`config.mk`:
```
export PLATFORM = sky130hd
export DESIGN_NAME = class_vote_argmax
export DESIGN_NICKNAME = d
export VERILOG_FILES = /design/src/rtl/class_vote_argmax.sv
export SDC_FILE = /design/constraint.sdc
export NUM_CORES = 1
export LEC_CHECK = 0
export ABC_AREA = 0
export ABC_CLOCK_PERIOD_IN_PS = 10250
export CORE_UTILIZATION = 64
export CTS_BUF_LIST = sky130_fd_sc_hd__clkbuf_4 sky130_fd_sc_hd__clkbuf_8 sky130_fd_sc_hd__clkbuf_16
export DETAILED_ROUTE_END_ITERATION = 16
export PLACE_DENSITY = 0.82
export SYNTH_ARGS = -nofsm -noshare
export SYNTH_HDL_FRONTEND = slang
export SYNTH_SLANG_ARGS = --single-unit
```
`constraint.sdc`:
```
create_clock -name clk -period 10.25 [get_ports clk]
set_input_delay 2.05 -clock clk [delete_from_list [all_inputs] [get_ports clk]]
set_output_delay 2.05 -clock clk [all_outputs]
set_load 0.01 [all_outputs]
```
`src/rtl/class_vote_argmax.sv`:
```
// class_vote_argmax
//   Collects per-clause votes into saturating signed class sums, then scans the
//   classes to find the highest sum. On a tie the lowest class index wins.
//
// Ports
//   clk, rst          clock and synchronous active-high reset
//   img_rst           per-image clear of the sums, the counter and the FSM
//   clause_done       a clause result is presented this cycle
//   clause_op         clause output (the vote)
//   class_no          class that owns the result
//   clause_no         clause index; even adds the vote, odd subtracts it
//   clauses           clauses per class, held stable for the image
//   sum_rd_addr/data  combinational debug read of one class sum
//   pred_class        registered winning class
//   pred_valid        one-cycle pulse when pred_class is updated
//   busy              high while scanning
//   late_err          sticky: result arrived outside ACCUM or had a bad class_no
//
// state | meaning
// ACCUM | accept votes into the class sums
// SCAN  | walk classes 0..CLASSN-1 tracking the running maximum
// HOLD  | prediction published; sums frozen until img_rst
module class_vote_argmax #(
  parameter int CLAUSEN = 10,
  parameter int CLASSN  = 5,
  parameter int T       = 4,
  parameter int SUM_W   = $clog2(CLAUSEN) + 2
) (
  input  logic                       clk,
  input  logic                       rst,
  input  logic                       img_rst,
  input  logic                       clause_done,
  input  logic                       clause_op,
  input  logic [$clog2(CLASSN)-1:0]  class_no,
  input  logic [$clog2(CLAUSEN):0]   clause_no,
  input  logic [$clog2(CLAUSEN):0]   clauses,
  input  logic [$clog2(CLASSN)-1:0]  sum_rd_addr,
  output logic signed [SUM_W-1:0]    sum_rd_data,
  output logic [$clog2(CLASSN)-1:0]  pred_class,
  output logic                       pred_valid,
  output logic                       busy,
  output logic                       late_err
);

  localparam int CLS_W = $clog2(CLASSN);
  localparam int CLN_W = $clog2(CLAUSEN) + 1;
  localparam int CNT_W = $clog2(CLASSN * CLAUSEN + 1);
  // wide enough for CLASSN * clauses at any value of the clauses port
  localparam int TGT_W = CLS_W + 1 + CLN_W;

  localparam logic [CLS_W:0]          CLASSN_L = (CLS_W + 1)'(CLASSN);
  localparam logic [CLS_W-1:0]        LAST_IDX = CLS_W'(CLASSN - 1);
  localparam logic signed [SUM_W-1:0] T_POS    = SUM_W'(T);
  localparam logic signed [SUM_W-1:0] T_NEG    = -SUM_W'(T);

  typedef enum logic [1:0] {
    ACCUM = 2'd0,
    SCAN  = 2'd1,
    HOLD  = 2'd2
  } state_t;

  state_t                    state, state_nxt;
  logic signed [SUM_W-1:0]   sums [CLASSN];
  logic [CNT_W-1:0]          cnt;
  logic [CLS_W-1:0]          scan_idx;
  logic signed [SUM_W-1:0]   best_sum;
  logic [CLS_W-1:0]          best_idx;

  logic                      in_range;
  logic                      accept;
  logic                      bad_result;
  logic                      last_hit;
  logic [TGT_W-1:0]          target;
  logic [TGT_W-1:0]          cnt_plus;
  logic signed [SUM_W-1:0]   acc_cur;
  logic signed [SUM_W-1:0]   acc_new;
  logic signed [SUM_W-1:0]   scan_cur;
  logic                      scan_take;
  logic                      scan_last;
  logic [CLS_W-1:0]          win_idx;
  logic signed [SUM_W-1:0]   win_sum;

  // result acceptance and vote saturation
  always_comb begin
    in_range   = ({1'b0, class_no} < CLASSN_L);
    accept     = (state == ACCUM) && clause_done && !img_rst && in_range;
    bad_result = clause_done && !img_rst && ((state != ACCUM) || !in_range);
    target     = TGT_W'(CLASSN) * TGT_W'(clauses);
    cnt_plus   = TGT_W'(cnt) + TGT_W'(1);
    // clauses == 0 gives target 0, which cnt_plus can never equal
    last_hit   = accept && (cnt_plus == target);

    acc_cur = '0;
    if (in_range) acc_cur = sums[class_no];
    acc_new = acc_cur;
    if (clause_op) begin
      if (!clause_no[0] && (acc_cur != T_POS)) acc_new = acc_cur + SUM_W'(1);
      if (clause_no[0] && (acc_cur != T_NEG))  acc_new = acc_cur - SUM_W'(1);
    end
  end

  // scan comparator; index 0 seeds the running maximum
  always_comb begin
    scan_cur  = sums[scan_idx];
    scan_take = (scan_idx == '0) || (scan_cur > best_sum);
    scan_last = (scan_idx == LAST_IDX);
    win_idx   = scan_take ? scan_idx : best_idx;
    win_sum   = scan_take ? scan_cur : best_sum;
  end

  always_comb begin
    state_nxt = state;
    case (state)
      ACCUM:   if (last_hit) state_nxt = SCAN;
      SCAN:    if (scan_last) state_nxt = HOLD;
      HOLD:    state_nxt = HOLD;
      default: state_nxt = ACCUM;
    endcase
    if (img_rst) state_nxt = ACCUM;
  end

  always_ff @(posedge clk) begin
    if (rst) begin
      state      <= ACCUM;
      cnt        <= '0;
      scan_idx   <= '0;
      best_sum   <= '0;
      best_idx   <= '0;
      pred_class <= '0;
      pred_valid <= 1'b0;
      late_err   <= 1'b0;
      for (int i = 0; i < CLASSN; i++) sums[i] <= '0;
    end else begin
      state      <= state_nxt;
      pred_valid <= 1'b0;
      if (img_rst) begin
        cnt      <= '0;
        scan_idx <= '0;
        for (int i = 0; i < CLASSN; i++) sums[i] <= '0;
      end else begin
        if (accept) begin
          sums[class_no] <= acc_new;
          if (cnt != '1) cnt <= cnt + CNT_W'(1);
        end
        if (bad_result) late_err <= 1'b1;
        if (state == SCAN) begin
          best_sum <= win_sum;
          best_idx <= win_idx;
          if (scan_last) begin
            scan_idx   <= '0;
            pred_class <= win_idx;
            pred_valid <= 1'b1;
          end else begin
            scan_idx <= scan_idx + CLS_W'(1);
          end
        end
      end
    end
  end

  always_comb begin
    sum_rd_data = '0;
    if ({1'b0, sum_rd_addr} < CLASSN_L) sum_rd_data = sums[sum_rd_addr];
  end

  assign busy = (state == SCAN);

endmodule

```
==> results.py, run 1 <==
metrics = {
    "drt": {
        "vias": 3618,
        "post_dr_vias_cell": 6.153,
        "wirelength_um": 10220,
        "drt_first_pass_iters": 5,
        "ant_nets": 0,
        "route.detailed.drc": 0,
        "detail_route.iter0.violations": 370,
        "detail_route.wl_per_cell_um": 17.39,
    },
    "clock_tree": {
        "cts_resized": 0,
        "tritoncts_buffer_count": 9,
        "maximum_clock_insertion_buffer_count": 2,
        "cts_tree": "yes",
        "cts.sinks": 76,
        "worst_skew_pair.late_latency_ns": 0.36,
        "cts.root.buffer_cell": "clkbuf_8",
        "clk_pin_slew_ns": 0.08,
        "postCtsSetupRepairBufs": 0,
        "cts_hold_buffers": 0,
        "cts.htree.levels": 3,
    },
    "synthesis": {
        "ys.flop_type": "edfxtp_1",
        "synth_edf_count": 48,
        "yosysWarnings": 0,
        "netlist_area_before_placement_um2": 4698,
        "xor_xnor_share_of_the_synthesized_area_pct": 2.610,
        "synth.mux.area_fraction_pct": 15.61,
        "ys_ff_latch": 76,
        "synthAdderAreaFrac_pct": 5.752,
        "synth-async-reset-ratio_pct": 0,
        "synth-compound-area-share_pct": 12.28,
        "synth_area_per_cell_um2": 10.46,
        "synth_simple_gate_area_share_pct": 17.36,
        "share_of_the_yosys_chip_area_belonging_to_registers_pct": 42.61,
        "number_of_library_cell_types_mapped_by_synthesis": 59,
        "synth_top_family_by_area": "simple AND/OR/NAND/NOR gates",
        "netlist_instances": 449,
    },
    "layout": {
        "final_layout_size_suffix_gt1_share_pct": 10.98,
        "fill_cells": 501,
        "mostFrequentLayoutCells": "nor2_1 (50), edfxtp_1 (48), dfxtp_1 (28), clkdlybuf4s50_1 (28), mux2i_1 (26)",
        "net_count_final": 529,
        "antenna_cells": 0,
        "mostFrequentLayoutCell": "nor2_1",
        "syn2layout_area_growth_pct": 11.69,
    },
    "timing": {
        "fin_tns_setup_ns": 0,
        "fmax_mhz": 160.7,
        "final.setup_skew_ns": 0.009166,
        "final_hold_viol_count": 0,
        "tightestPinTransition_ns": 0.9849,
        "drv_slew": 0,
        "whs_ns": 0.4842,
        "timing.final.crit_share_pct": 60.72,
        "layout_min_cycle_time_ns": 6.224,
        "slew_headroom_pct": 34.34,
        "rsz0062_at_grt": "no",
        "timing.final.setup_violations": 0,
    },
    "setup_path": {
        "worst_setup_path_end_kind": "primary output",
        "crit_path_max_fanout": 12,
        "worst_path_largest_cell_delay_ns": 0.79,
        "critical_path.top_delay_family": "buffers and inverters",
        "critPathSlowestCell": "clkdlybuf4s50_1",
        "worstSetupPathType": "input port to primary output",
        "critical_path.n_buffers_inverters": 2,
        "worstPathRequired_ns": 8.20,
        "crit_path_start_kind": "input port",
        "worstPathArrival_ns": 4.17,
        "path_common_cell": "clkdlybuf4s50_1",
        "critical_path.cell_chain": "clkdlybuf4s50_1 -> nor2b_1 -> a21oi_1 -> o22ai_1 -> clkdlybuf4s50_1",
    },
    "power": {
        "netSwitchingFraction_pct": 27.31,
        "power.ir.vdd_worst_v": 0.00007916,
        "power.share.clock_pct": 32.1,
        "cellInternalPower_mw": 0.4695,
        "power.net_switching_mw": 0.1764,
        "power.combinational.fraction_pct": 14.2,
        "design_power_total_mw": 0.6460,
        "power_density_over_the_cells_nw_per_um2": 123.1,
        "power_frac_seq_pct": 53.7,
        "p_leak_nw": 1.926,
    },
    "die": {
        "core_region_area_um2": 6944,
        "die_extent_in_x_um": 87.68,
        "boundaryPins": 33,
        "die_h_um": 87.68,
        "die_area_um2": 7688,
        "rows": 30,
        "initial_core_util_pct": 67.66,
    },
    "global_routing": {
        "grt_pass1_vias": 3399,
        "antenna_violations_before_repair": 0,
        "grt_overflow": 0,
        "grt_busiest_layer": "met2",
        "grt_pass1_wl_um": 16340,
        "grt_start_max_net_pins": 28,
        "grt_use_total_pct": 28.94,
        "gr-usage-met1_pct": 39.75,
        "use_met3_pct": 6.598,
        "grtUsageMet2_pct": 45.03,
    },
    "hold_path": {
        "timing.hold.worst.class": "flip-flop to flip-flop",
    },
    "placement": {
        "io_buffer_count": 28,
        "detailed_place_hpwl_um": 7675,
        "routabilityCongestion": 0.8999,
    },
    "status": {
        "status": "finished, final reports clean",
    },
    "flow_run": {
        "maxCapViolCount": 0,
    },
}
[per-layer routing]
layer / vias to the layer above / part of all wire (%)
met5: - / 0
met3: 29 / 7.8
met4: 0 / 2.2
met2: 137 / 46
met1: 1728 / 44
li1: 1724 / -
[power groups by stage]
stage / sequential, mW / combinational, mW / clock (mW)
detailed placement: 0.354 / 0.0900 / 0
global route: 0.348 / 0.100 / 0.221
finish: 0.347 / 0.0915 / 0.207
floorplan: 0.350 / 0.0657 / 0
global placement: 0.353 / 0.0872 / 0
CTS: 0.347 / 0.0908 / 0.210
[worst paths after layout]
path	start	to	slack, ns	depth (start not counted)
max	sum_rd_addr[0]	sum_rd_data[2]	4.03	5
min reg2reg	late_err$_SDFFE_PP0P_	late_err$_SDFFE_PP0P_	0.48	2
max reg2reg	flip-flop	best_sum[0]$_SDFFE_PP0P_	5.96	10
min	late_err$_SDFFE_PP0P_	late_err$_SDFFE_PP0P_	0.48	2
[synth_stat cells, types with 3 or more instances]
master	instances	share of area (%)
nor2_1	50	4.0
edfxtp_1	48	31
dfxtp_1	28	12
mux2i_1	26	5.5
inv_1	22	1.8
nor3_1	22	2.3
a21oi_1	20	2.1
ha_1	20	5.3
nand2_1	18	1.4
mux2_2	16	3.8
mux4_2	13	6.2
nor2b_1	13	1.7
clkbuf_1	12	0.96
nand2b_1	12	1.6
o21ai_0	9	0.96
o22ai_1	9	1.2
xnor2_1	9	1.7
o21a_1	8	1.3
nand3_1	7	0.75
nand3b_1	7	1.1
a211oi_1	6	0.96
and3_1	5	0.67
o21ai_1	5	0.53
xor2_1	5	0.93
and2_1	4	0.53
buf_2	4	0.43
o21bai_1	4	0.64
nand4_1	3	0.40
nor3b_1	3	0.48
o31ai_1	3	0.48
or2_2	3	0.40
[worst min-delay path, stage by stage, from the launching register on]
cell and delay [ns]:
dfxtp_1 0.33, a21oi_1 0.04, nor2_1 0.08
[cell type report]
class / count / area, µm² / share of cell area [%]
multi-input combinational: 349 / 2586 / 49.28
sequential: 76 / 2002 / 38.15
timing repair buffer: 29 / 287.8 / 5.484
clock buffer: 10 / 131.4 / 2.504
tap: 96 / 120.1 / 2.289
inverter: 22 / 82.58 / 1.574
clock inverter: 6 / 37.54 / 0.7153
[flip-flops by register name, summed over array words and instances (netlist names), named ones only]
signal	flops
sums	48
cnt	6
pred_class	3
best_idx	3
state	2
pred_valid	1
scan_idx	3
late_err	1
best_sum	6
[through the flow]
| step | cells | area [µm²] | setup slack [ns] | utilization, % |
|---|---|---|---|---|
| after floorplan | 466 | 4762 | 5.210 | - |
| after global placement | 572 | 5079 | 4.042 | 73.14 |
| after detailed placement | 572 | 5079 | 4.048 | 73.14 |
| after CTS | 588 | 5248 | 4.034 | 75.57 |
| after global routing | 588 | 5248 | 3.925 | 75.57 |
| final | 588 | 5248 | 4.026 | 75.57 |
[logic make-up (layout without fill, tap and decap cells)]
logic type                 count (synthesis)  after routing
and+or+nand+nor                          157            157
muxes                                     55             55
other                                      1             18
adders and majority gates                 21             21
DFF                                       76             76
buffers and inverters                     41             67
AOI/OAI and AO/OA                         84             84
xor gates and xnor gates                  14             14
No activity file was read; power rests on OpenSTA's default activity.
==> inputs of run 2 (changes only) <==
--- a/config.mk
+++ b/config.mk
@@ -6,11 +6,11 @@
 export NUM_CORES = 1
 export LEC_CHECK = 0
 export ABC_AREA = 0
-export ABC_CLOCK_PERIOD_IN_PS = 10250
-export CORE_UTILIZATION = 64
+export ABC_CLOCK_PERIOD_IN_PS = 6000
+export CORE_UTILIZATION = 59
 export CTS_BUF_LIST = sky130_fd_sc_hd__clkbuf_4 sky130_fd_sc_hd__clkbuf_8 sky130_fd_sc_hd__clkbuf_16
 export DETAILED_ROUTE_END_ITERATION = 16
-export PLACE_DENSITY = 0.82
+export PLACE_DENSITY = 0.76
 export SYNTH_ARGS = -nofsm -noshare
 export SYNTH_HDL_FRONTEND = slang
 export SYNTH_SLANG_ARGS = --single-unit
==> constraint.sdc (replaced) <==
create_clock -name clk -period 6 [get_ports clk]
set_input_delay 1.2 -clock clk [delete_from_list [all_inputs] [get_ports clk]]
set_output_delay 1.2 -clock clk [all_outputs]
set_load 0.01 [all_outputs]
==> run 2 against run 1 <==
Net effect: hold slack got worse by 0.0029 ns; register-to-register slack got worse by 4.3 ns; setup slack got worse by 2.8 ns; clock power increased by 110%; critical path depth did not move; die area is 8.3% higher; sequential power grew 71%; clock skew increased by 0.0082 ns; via count is 0.86% lower; design area is 1.6% higher; total power is 84% higher; largest power group unchanged; highest routed layer unchanged.
==> results.py, run 2 (synthesized netlist as in run 1, its figures left out) <==
metrics = {
    "clock_tree": {
        "cts_tree": "yes",
        "cts.sinks": 76,
        "maximum_clock_insertion_buffer_count": 2,
        "cts_resized": 0,
        "tritoncts_buffer_count": 9,
        "cts.htree.levels": 3,
        "cts.root.buffer_cell": "clkbuf_8",
        "worst_skew_pair.late_latency_ns": 0.36,
        "cts_hold_buffers": 0,
        "clk_pin_slew_ns": 0.09,
        "postCtsSetupRepairBufs": 0,
    },
    "die": {
        "die_extent_in_x_um": 91.24,
        "core_region_area_um2": 7727,
        "die_h_um": 91.24,
        "initial_core_util_pct": 60.80,
        "rows": 32,
        "die_area_um2": 8324,
        "boundaryPins": 33,
    },
    "setup_path": {
        "path_common_cell": "clkdlybuf4s50_1",
        "crit_start": "sum_rd_addr[0]",
        "critical_path.top_delay_family": "buffers and inverters",
        "critical_path.n_buffers_inverters": 2,
        "crit_path_max_fanout": 12,
        "worstPathArrival_ns": 3.59,
        "crit_path_start_kind": "input port",
        "critPathCapture": "sum_rd_data[4]",
        "worstSetupPathType": "input port to primary output",
        "worstPathRequired_ns": 4.80,
        "worst_path_largest_cell_delay_ns": 0.85,
        "crit_path_cell_count": 5,
        "critPathSlowestCell": "clkdlybuf4s50_1",
        "critical_path.reg2reg.endpoint": "best_sum[4]$_SDFFE_PP0P_",
        "critical_path.cell_chain": "clkdlybuf4s50_1 -> nor2b_1 -> a21oi_1 -> o22ai_1 -> clkdlybuf4s50_1",
        "worst-r2r-cell-count": 11,
        "worst_r2r_setup_slack_ns": 1.68,
        "worst_setup_path_end_kind": "primary output",
    },
    "drt": {
        "detail_route.wl_per_cell_um": 17.38,
        "vias": 3587,
        "post_dr_vias_cell": 6.008,
        "wirelength_um": 10370,
        "detail_route.iter0.violations": 303,
        "route.detailed.drc": 0,
        "ant_nets": 0,
        "drt_first_pass_iters": 5,
    },
    "layout": {
        "final_layout_size_suffix_gt1_share_pct": 11.31,
        "syn2layout_area_growth_pct": 13.45,
        "finalNonFillerCells": 597,
        "net_count_final": 532,
        "fill_cells": 586,
        "mostFrequentLayoutCells": "nor2_1 (50), edfxtp_1 (48), dfxtp_1 (28), clkdlybuf4s50_1 (28), mux2i_1 (26)",
        "mostFrequentLayoutCell": "nor2_1",
        "registers.top_by_ff_count": "sums",
        "finish.instance_area_um2": 5330,
        "antenna_cells": 0,
        "final_core_utilization_pct": 68.98,
        "flip_flop_count_of_the_largest_register_after_layout": 48,
        "reg.largest.list": "sums x48, best_sum x6, cnt x6",
    },
    "placement": {
        "placed_cell_area_um2": 5109,
        "routabilityCongestion": 0.8684,
        "io_buffer_count": 28,
        "dpl.cell_count": 581,
        "detailed_place_hpwl_um": 7823,
    },
    "timing": {
        "slew_headroom_pct": 31.83,
        "final.setup_skew_ns": 0.01738,
        "final_hold_viol_count": 0,
        "timing.final.setup_violations": 0,
        "rsz0062_at_grt": "no",
        "fin_tns_setup_ns": 0,
        "drv_slew": 0,
        "timing.final.crit_share_pct": 79.81,
        "tightestPinTransition_ns": 1.023,
        "fmax_mhz": 208.8,
        "layout_min_cycle_time_ns": 4.789,
    },
    "power": {
        "netSwitchingFraction_pct": 25.49,
        "power.net_switching_mw": 0.3025,
        "power_density_over_the_cells_nw_per_um2": 222.7,
        "power.combinational.fraction_pct": 13.4,
        "cellInternalPower_mw": 0.8846,
        "p_leak_nw": 1.954,
        "power_frac_seq_pct": 49.9,
        "power.ir.vdd_worst_v": 0.0001461,
        "power.share.clock_pct": 36.7,
    },
    "global_routing": {
        "grt_overflow": 0,
        "grt_use_total_pct": 27.24,
        "antenna_violations_before_repair": 0,
        "grt_pass1_vias": 3659,
        "grt_start_max_net_pins": 28,
        "grt_pass1_wl_um": 17480,
    },
    "hold_path": {
        "timing.hold.worst.class": "flip-flop to flip-flop",
    },
    "flow_run": {
        "maxCapViolCount": 0,
    },
    "status": {
        "status": "finished, final reports clean",
    },
}
## run 2: cell types whose count changed in the layout (fill, tap and decap cells not counted)
| cell | change |
|---|---|
| buf_4 | +3 |
| inv_4 | -3 |
| bufinv_16 | +2 |
| clkinv_2 | -2 |
| inv_6 | +2 |
| clkbuf_4 | -1 |
| clkinv_1 | +1 |
| clkinvlp_4 | +1 |
## run 2: worst min-delay path by stage
stage                              from                       end  cells after the start
2_1_floorplan     state[1]$_SDFFE_PP0P_     state[1]$_SDFFE_PP0P_                      2
3_3_place_gp      late_err$_SDFFE_PP0P_     late_err$_SDFFE_PP0P_                      2
3_5_place_dp   best_idx[0]$_SDFFE_PP0P_  best_idx[0]$_SDFFE_PP0P_                      2
4_1_cts        best_idx[0]$_SDFFE_PP0P_  best_idx[0]$_SDFFE_PP0P_                      2
5_1_grt           state[1]$_SDFFE_PP0P_     state[1]$_SDFFE_PP0P_                      2
6_report       best_idx[0]$_SDFFE_PP0P_  best_idx[0]$_SDFFE_PP0P_                      2
## run 2: metrics by stage
stage	power (mW)	setup slack (ns)	hold WS [ns]
finish	1.187	1.211	0.4813
CTS	1.186	1.277	0.4829
floorplan	0.7108	2.200	0.4483
global placement	0.7554	1.252	0.4530
global route	1.228	1.073	0.5023
detailed placement	0.7602	1.106	0.4654
## run 2: cell type report
cell class                 count  area [µm²]  share of cell area [%]
inverter                      22       82.58                   1.549
timing repair buffer          32       310.3                   5.822
clock buffer                   9       123.9                   2.324
tap                          102       127.6                   2.394
sequential                    76        2002                   37.56
multi-input combinational    349        2586                   48.52
clock inverter                 7       97.59                   1.831
## run 2: worst min-delay path, stage by stage, from the launching register on
cell and delay, ns:
dfxtp_1 0.32, nand2b_1 0.06, mux2i_1 0.06
## run 2: layer usage
layer	wire length, µm	vias to the layer above	global-route usage (%)
met4	238	0	10.71
li1	-	1736	-
met1	4262	1691	32.86
met2	5271	134	47.85
met5	0	-	0
met3	602	26	5.360
## run 2: power by group through the flow
stage	clock (mW)	sequential [mW]	combinational [mW]
2_1_floorplan	0	0.598	0.112
3_3_place_gp	0	0.602	0.153
3_5_place_dp	0	0.604	0.157
4_1_cts	0.436	0.591	0.158
5_1_grt	0.458	0.594	0.176
6_report	0.436	0.592	0.160
==> inputs of run 3 (changes only) <==
--- a/config.mk
+++ b/config.mk
@@ -6,11 +6,11 @@
 export NUM_CORES = 1
 export LEC_CHECK = 0
 export ABC_AREA = 0
-export ABC_CLOCK_PERIOD_IN_PS = 6000
-export CORE_UTILIZATION = 59
+export ABC_CLOCK_PERIOD_IN_PS = 3900
+export CORE_UTILIZATION = 54
 export CTS_BUF_LIST = sky130_fd_sc_hd__clkbuf_4 sky130_fd_sc_hd__clkbuf_8 sky130_fd_sc_hd__clkbuf_16
 export DETAILED_ROUTE_END_ITERATION = 16
-export PLACE_DENSITY = 0.76
+export PLACE_DENSITY = 0.73
 export SYNTH_ARGS = -nofsm -noshare
 export SYNTH_HDL_FRONTEND = slang
 export SYNTH_SLANG_ARGS = --single-unit
==> constraint.sdc (replaced) <==
create_clock -name clk -period 3.9 [get_ports clk]
set_input_delay 0.78 -clock clk [delete_from_list [all_inputs] [get_ports clk]]
set_output_delay 0.78 -clock clk [all_outputs]
set_load 0.01 [all_outputs]
==> run 3 against run 2 <==
Net effect: design area grew 5.1%; clock power grew 70%; register-to-register slack lost 1.3 ns; first-iteration DRC count shrank 42%; global-route usage shrank 0.61 points; via count grew 5.0%; core utilization shrank 1.5 points; total power grew 62%; cell count grew 5.9%; critical endpoint is now sums[6][0]$_DFFE_PP_.
==> results.py, run 3 (synthesized netlist as in run 1, its figures left out) <==
metrics = {
    "clock_tree": {
        "postCtsSetupRepairBufs": 0,
        "maximum_clock_insertion_buffer_count": 2,
        "clk_pin_slew_ns": 0.09,
        "cts.htree.levels": 3,
        "cts.root.buffer_cell": "clkbuf_8",
        "cts_hold_buffers": 0,
        "tritoncts_buffer_count": 9,
        "worst_skew_pair.late_latency_ns": 0.36,
        "cts_tree": "yes",
        "cts.sinks": 76,
    },
    "power": {
        "power.combinational.fraction_pct": 14.1,
        "power_density_over_the_cells_nw_per_um2": 343.1,
        "power.share.clock_pct": 38.5,
        "power.net_switching_mw": 0.4775,
        "cellInternalPower_mw": 1.444,
        "design_power_total_mw": 1.922,
        "power.ir.vdd_worst_v": 0.0001670,
        "p_leak_nw": 2.122,
        "netSwitchingFraction_pct": 24.84,
        "power_frac_seq_pct": 47.4,
    },
    "die": {
        "initial_core_util_pct": 56.61,
        "rows": 33,
        "boundaryPins": 33,
        "die_extent_in_x_um": 95.28,
        "die_h_um": 95.28,
        "core_region_area_um2": 8299,
        "die_area_um2": 9077,
    },
    "setup_path": {
        "critPathSlowestCell": "or4_4",
        "path_common_cell": "o21ai_1",
        "critical_path.reg2reg.endpoint": "best_sum[2]$_SDFFE_PP0P_",
        "worst_r2r_setup_slack_ns": 0.39,
        "crit_path_cell_count": 12,
        "critical_path.n_buffers_inverters": 3,
        "worstPathRequired_ns": 3.98,
        "critical_path.top_delay_family": "buffers and inverters",
        "critPathCapture": "sums[6][0]$_DFFE_PP_",
        "crit_path_max_fanout": 7,
        "critical_path.cell_chain": "clkdlybuf4s50_1 -> buf_4 -> mux2i_1 -> o22ai_1 -> o21ai_1 -> ha_1 -> and2_1 -> o21ai_1 -> or4_4 -> o211ai_4 -> xnor2_1 -> inv_1",
        "worst_setup_path_end_kind": "flip-flop",
        "worst-r2r-cell-count": 12,
        "worstPathArrival_ns": 3.66,
        "crit_start": "class_no[2]",
        "worst_path_largest_cell_delay_ns": 0.56,
        "crit_path_start_kind": "input port",
        "worstSetupPathType": "input port to flip-flop",
    },
    "drt": {
        "drt_first_pass_iters": 5,
        "post_dr_vias_cell": 5.959,
        "detail_route.wl_per_cell_um": 17.69,
        "ant_nets": 0,
        "vias": 3766,
        "route.detailed.drc": 0,
        "detail_route.iter0.violations": 176,
        "wirelength_um": 11180,
    },
    "global_routing": {
        "antenna_violations_before_repair": 0,
        "grt_use_total_pct": 26.64,
        "grt_start_max_net_pins": 28,
        "grt_overflow": 0,
        "grt_pass1_wl_um": 17630,
        "grt_pass1_vias": 3668,
    },
    "layout": {
        "final_core_utilization_pct": 67.50,
        "mostFrequentLayoutCells": "nor2_1 (50), edfxtp_1 (48), buf_4 (36), dfxtp_1 (28), clkdlybuf4s50_1 (28)",
        "reg.largest.list": "sums x48, best_sum x6, cnt x6",
        "flip_flop_count_of_the_largest_register_after_layout": 48,
        "final_layout_size_suffix_gt1_share_pct": 17.08,
        "syn2layout_area_growth_pct": 19.23,
        "mostFrequentLayoutCell": "nor2_1",
        "net_count_final": 564,
        "registers.top_by_ff_count": "sums",
        "antenna_cells": 0,
    },
    "timing": {
        "fin_tns_setup_ns": 0,
        "tightestPinTransition_ns": 0.6130,
        "drv_slew": 0,
        "fin_ws_ns": 0.3217,
        "layout_min_cycle_time_ns": 3.578,
        "whs_ns": 0.4768,
        "rsz0062_at_grt": "no",
        "slew_headroom_pct": 59.13,
        "fmax_mhz": 279.5,
        "final.setup_skew_ns": 0.01167,
        "timing.final.crit_share_pct": 91.75,
        "timing.final.setup_violations": 0,
        "final_hold_viol_count": 0,
    },
    "placement": {
        "detailed_place_hpwl_um": 8464,
        "place_worst_setup_slack_ns": -0.02790,
        "io_buffer_count": 28,
        "routabilityCongestion": 0.9296,
    },
    "hold_path": {
        "hold-path-cell-count": 2,
        "timing.hold.worst.class": "flip-flop to flip-flop",
    },
    "status": {
        "status": "finished, final reports clean",
    },
    "flow_run": {
        "maxCapViolCount": 0,
    },
}
==> run 3: cell types whose count changed in the layout (fill, tap and decap cells not counted), sizes merged <==
cell / change
clkinvlp: -1
buf: +32
bufinv: +1
==> run 3: through the flow <==
step / instances / cell area, µm²
global placement: 616 / 5353
finish: 632 / 5602
global route: 632 / 5602
CTS: 632 / 5598
detailed placement: 616 / 5353
floorplan: 466 / 4762
==> run 3: final cells by class <==
class                      count  area [µm²]
timing repair buffer          64       550.5
multi-input combinational    349        2590
tap                          105       131.4
inverter                      22       82.58
fill                         701        2698
sequential                    76        2002
clock inverter                 7       121.4
clock buffer                   9       123.9
==> run 3: tightest hold or removal path, stage by stage (launching register included) <==
cell     delay (ns)
dfxtp_1        0.34
a21oi_1        0.04
nor2_1         0.07
==> run 3: repair_timing <==
item                                   in CTS  in global routing
setup endpoints to repair                   0                  6
resized for setup                           0                  1
endpoints found under the hold margin       0                  0
==> run 3: how the worst min path moves through the flow <==
stage                             startpoint                  endpoint  slack, ns
floorplan              state[1]$_SDFFE_PP0P_     state[1]$_SDFFE_PP0P_       0.45
global placement       late_err$_SDFFE_PP0P_     late_err$_SDFFE_PP0P_       0.45
detailed placement     late_err$_SDFFE_PP0P_     late_err$_SDFFE_PP0P_       0.46
CTS                    late_err$_SDFFE_PP0P_     late_err$_SDFFE_PP0P_       0.48
global route        best_idx[1]$_SDFFE_PP0P_  best_idx[1]$_SDFFE_PP0P_       0.51
finish                 late_err$_SDFFE_PP0P_     late_err$_SDFFE_PP0P_       0.48
==> run 3: power by group through the flow <==
stage	logic, mW	registers, mW	clock network [mW]
6_report	0.271	0.911	0.740
5_1_grt	0.295	0.913	0.779
4_1_cts	0.269	0.910	0.749
3_5_place_dp	0.267	0.928	0
3_3_place_gp	0.260	0.926	0
2_1_floorplan	0.173	0.921	0
==> run 3: metal layers <==
layer  part of all wire [%]  GRT usage (%)
met5                      0              0
met3                    6.9          4.864
met1                     41          32.66
met4                    2.3          10.73
met2                     50          46.07
==> edit 1: new RTL, flow settings as in run 3 <==
Register the output `sum_rd_data`, with the module's reset; this adds one clock of latency there. The other outputs are not delayed to match.
--- a/src/rtl/class_vote_argmax.sv
+++ b/src/rtl/class_vote_argmax.sv
@@ -58,6 +58,8 @@
     SCAN  = 2'd1,
     HOLD  = 2'd2
   } state_t;
+
+  logic signed [SUM_W-1:0] sum_rd_data_d;
 
   state_t                    state, state_nxt;
   logic signed [SUM_W-1:0]   sums [CLASSN];
@@ -159,11 +161,19 @@
   end
 
   always_comb begin
-    sum_rd_data = '0;
-    if ({1'b0, sum_rd_addr} < CLASSN_L) sum_rd_data = sums[sum_rd_addr];
+    sum_rd_data_d = '0;
+    if ({1'b0, sum_rd_addr} < CLASSN_L) sum_rd_data_d = sums[sum_rd_addr];
   end
 
   assign busy = (state == SCAN);
 
+  always_ff @(posedge clk) begin
+    if (rst) begin
+      sum_rd_data <= '0;
+    end else begin
+      sum_rd_data <= sum_rd_data_d;
+    end
+  end
+
 endmodule
 
Function: changed (Yosys sat finds a counterexample within 4 cycles, from zero or initial values and one cycle with rst high).
==> edit 1 against run 3 <==
Worst setup slack worse by 0.12 ns. Sequential cell count up 6. Clock skew up 0.0017 ns. Synthesized area increased by 1.1%. Count of clock-buffer cells in the layout is 3 higher. Power is 3.3% lower. Routed wire length shrank 8.4%. Final area is 0.25% lower. Critical endpoint is now sums[6][2].
==> edit 1: results (changes against run 3) <==
Status
  • Status: completed

Power and ir drop
  • Final Power: 1.86 mW (-3.3%)
  • Comb pwr share: 14.8% (+0.7 points)
  • VDD IR max: 166 uV (-0.47%)
  • Sw Share: 26.0% (+1.1 points)
  • Pleak: 2.13 nW (+0.34%)
  • Seq. pwr: 0.978 mW (+7.4%)

Synth
  • Sequential share of the synthesized area: 44.7% (+2.1 points)
  • Synth Instances: 441 (-1.8%)
  • XOR/XNOR share of the synthesized area: 3.27% (+0.66 points)
  • Mux cell area share after synthesis: 14.7% (-0.93 points)
  • Yosys cell types: 60 (+1.7%)
  • Post-synthesis adder-cell area fraction: 5.69% (-0.062 points)
  • Register bit total from synthesis: 82 (+7.9%)
  • Synth Area in Compound Gates: 11.6% (-0.69 points)

Route
  • Initial DRC Count: 219 (+24%)
  • Routed len/inst: 16.5 um (-6.4%)
  • Vias per cell: 5.77 (-3.2%)

Layout
  • # nets final: 551 (-2.3%)
  • Proportion of cell area spent on the clock network: 3.49% (-0.88 points)
  • Comb_multi_in: 330 (-5.4%)
  • Nonclk buf count: 63 (-1.6%)
  • Final instance area: 0.00559 sq mm (-0.25%)
  • Post-Layout Cell Count: 619 (-2.1%)
  • Layout cells sized above 1: 17.7% (+0.63 points)
  • Fill cell count: 684 (-2.4%)
  • Inverter count: 23 (+4.5%)
  • # clk buffers: 12 (+3)
  • Data buffer area share: 9.72% (-0.11 points)

Critical path
  • Worst r2r dst: best_sum[0]
  • Worst R2R Setup Slack: 0.61 ns (+0.22 ns)
  • Worst EP arrival: 3.79 ns (+0.13 ns)
  • Crit-path slowest cell: clkdlybuf4s50_1
  • Critical path's largest stage delay: 0.62 ns (+0.06 ns)
  • Delay-heaviest family, CP: compound AO/OA/AOI/OAI gates

STA
  • Clock Skew: 0.0134 ns (+0.00170 ns)
  • Period utilization: 94.9% (+3.2 points)
  • Worst hold margin: 0.472 ns (-0.00498 ns)

Global routing
  • GRT Util Overall: 24.8% (-1.8 points)

Placement
  • HPWL after DPL: 8120 um (-4.0%)
  • Cell area after placement: 0.00539 sq mm (+0.75%)
-- edit 1: changes by cell type after synthesis, moves of 9 or more --
| cell | run 3 | this run |
|---|---|---|
| mux2_2 | 16 | 7 |
| mux2i_1 | 26 | 10 |
| nand3_1 | 7 | 17 |
| nor2_1 | 50 | 63 |
| nor3_1 | 22 | 5 |
-- edit 1: metal layers --
layer	GRT usage, %	up-vias	wire length [um]
met2	43.8	84	5220
met4	9.95	0	178
li1	-	1741	-
met3	4.34	14	432
met1	30.1	1731	4410
met5	0	-	0
-- edit 1: worst max-delay path by stage --
stage	end	depth (start not counted)	startpoint
after global routing	sums[6][2]	11	class_no[2]
after detailed placement	sums[5][2]	11	class_no[2]
final	sums[6][2]	11	class_no[2]
after global placement	sums[5][5]	12	class_no[2]
after floorplan	sums[5][5]	12	class_no[2]
after CTS	sums[6][2]	11	class_no[2]
==> edit 2: new RTL, settings of run 3 <==
Without the edit above. `CLAUSEN`: 10 -> 20.
--- a/src/rtl/class_vote_argmax.sv
+++ b/src/rtl/class_vote_argmax.sv
@@ -21,7 +21,7 @@
 // SCAN  | walk classes 0..CLASSN-1 tracking the running maximum
 // HOLD  | prediction published; sums frozen until img_rst
 module class_vote_argmax #(
-  parameter int CLAUSEN = 10,
+  parameter int CLAUSEN = 20,
   parameter int CLASSN  = 5,
   parameter int T       = 4,
   parameter int SUM_W   = $clog2(CLAUSEN) + 2
Ports: changed (resized clause_no, clauses and sum_rd_data); port bits go from 33 to 36. No check against the original RTL was run, so the function may have changed too.
==> edit 2 against run 3 <==
Highest routed layer unchanged. Final area grew 15%. Maximum frequency fell by 1.9%. Sequential cell count rose by 10. Register-to-register slack gained 0.41 ns. Worst setup slack lost 0.069 ns. Die area rose by 16%. Power increased by 7.7%. Synthesized area is 16% higher. Count of clock-buffer cells in the layout is 1 higher. Routed wire length increased by 14%. Combinational power grew 38%. Final cell count increased by 15%.
==> edit 2: results (changes against run 3) <==
Global routing
  • Vias in the first global route: 3,954 (+7.8%)
  • First-pass GRT wire length: 19,800 um (+12%)
  • Largest net degree at the start of global routing: 20 (-29%)
  • GR Layer Usage met3: 4.88% (+0.017 points)
  • Met2 usage: 40.6% (-5.5 points)
  • GRT Util Overall: 25.6% (-1.0 points)
  • Grt met1 use: 34.5% (+1.9 points)

Critical path
  • CP startpoint: clauses[3]
  • Worst EP arrival: 3.92 ns (+0.26 ns)
  • Crit-path slowest cell: a2111oi_2
  • Critical path's largest stage delay: 0.50 ns (-0.06 ns)
  • Critical-path maximum fanout: 3 (-4)
  • Setup crit end: state[1]
  • Worst R2R Setup Slack: 0.80 ns (+0.41 ns)
  • Worst r2r dst: best_sum[3]

Power and ir drop
  • VDD IR max: 171 uV (+2.2%)
  • Psw: 0.562 mW (+18%)
  • Register share of total power: 50.3% (+2.9 points)
  • Pleak: 2.47 nW (+16%)
  • Comb pwr: 0.374 mW (+38%)
  • Final Power: 2.07 mW (+7.7%)

Placement
  • HPWL after DPL: 9620 um (+14%)
  • Routability cong.: 0.908 (-2.3%)
  • DP Cell Count: 711 (+15%)
  • Port-buffer cells: 30 (+7.1%)

Status
  • Status: completed

Route
  • Met2 WL: 6150 um (+10%)
  • M1 wire length: 5390 um (+18%)
  • Initial DRC Count: 252 (+43%)
  • Met3 WL: 878 um (+14%)
  • Final WL: 12,700 um (+14%)
  • Vias per cell: 5.83 (-2.2%)

Clock tree
  • Cts repair resizes: 0 (unchanged)
  • Htree depth: 3 (unchanged)

Hold path
  • Tightest Hold Check Type: reg2reg

Synth
  • Mux cell area share after synthesis: 16.1% (+0.51 points)
  • Largest cells by area after synthesis: edfxtp_1 (31%), dfxtp_1 (11%), mux4_2 (6.6%), nor2_1 (5.4%), mux2i_1 (5.1%)
  • XOR/XNOR share of the synthesized area: 3.14% (+0.53 points)
  • Sequential share of the synthesized area: 41.7% (-0.86 points)
  • Number of flops mapped to enable cells by yosys: 56 (+17%)
  • Mean cell area of the mapped netlist: 10.9 sq um (+3.9%)
  • Post-synthesis adder-cell area fraction: 5.40% (-0.35 points)
  • Yosys cell types: 90 (+53%)
  • Synth Area in Compound Gates: 13.3% (+1.0 points)
  • Synth cell count leaders: nor2_1 (78), edfxtp_1 (56), inv_1 (31)

Layout
  • # nets final: 635 (+13%)
  • Biggest regs: sums (56), best_sum (7), cnt (7)
  • Fill cell count: 773 (+10%)
  • Post-Layout Cell Count: 727 (+15%)

STA
  • Worst Max-Slew Pin Slew: 0.685 ns (+0.0717 ns)
  • Clock Skew: 0.0102 ns (-0.00149 ns)
-- edit 2: cell count changes in the layout (fill, tap and decap cells not counted), moves of 8 or more --
cell,delta
buf_4,+10
edfxtp_1,+8
inv_1,+9
nand2_1,+11
nor2_1,+28
nor3_1,-18
-- edit 2: critical path: cells and delay by family --
family,cells,cell delay (ns)
compound gates,3,0.76
simple gates,2,0.81
xor+xnor,1,0.16
fa+ha+maj,3,0.90
buf+inv,2,0.52
-- edit 2: cell type report --
class | count | area share, %
well taps | 133 | 2.59
clock buffers | 10 | 2.14
inverters | 31 | 1.81
clock inverters | 6 | 1.05
flip-flops and latches | 86 | 35.5
multi-input cells | 385 | 46.9
repair buffers | 76 | 10.0
-- edit 2: metrics by stage --
stage          hold slack [ns]  cell area (sq um)  setup WS (ns)
3_3_place_gp             0.452               6230     -0.0000111
2_1_floorplan            0.460               5540          0.464
5_1_grt                  0.516               6430         0.0330
3_5_place_dp             0.473               6230         -0.145
6_report                 0.480               6430          0.253
4_1_cts                  0.494               6430          0.254
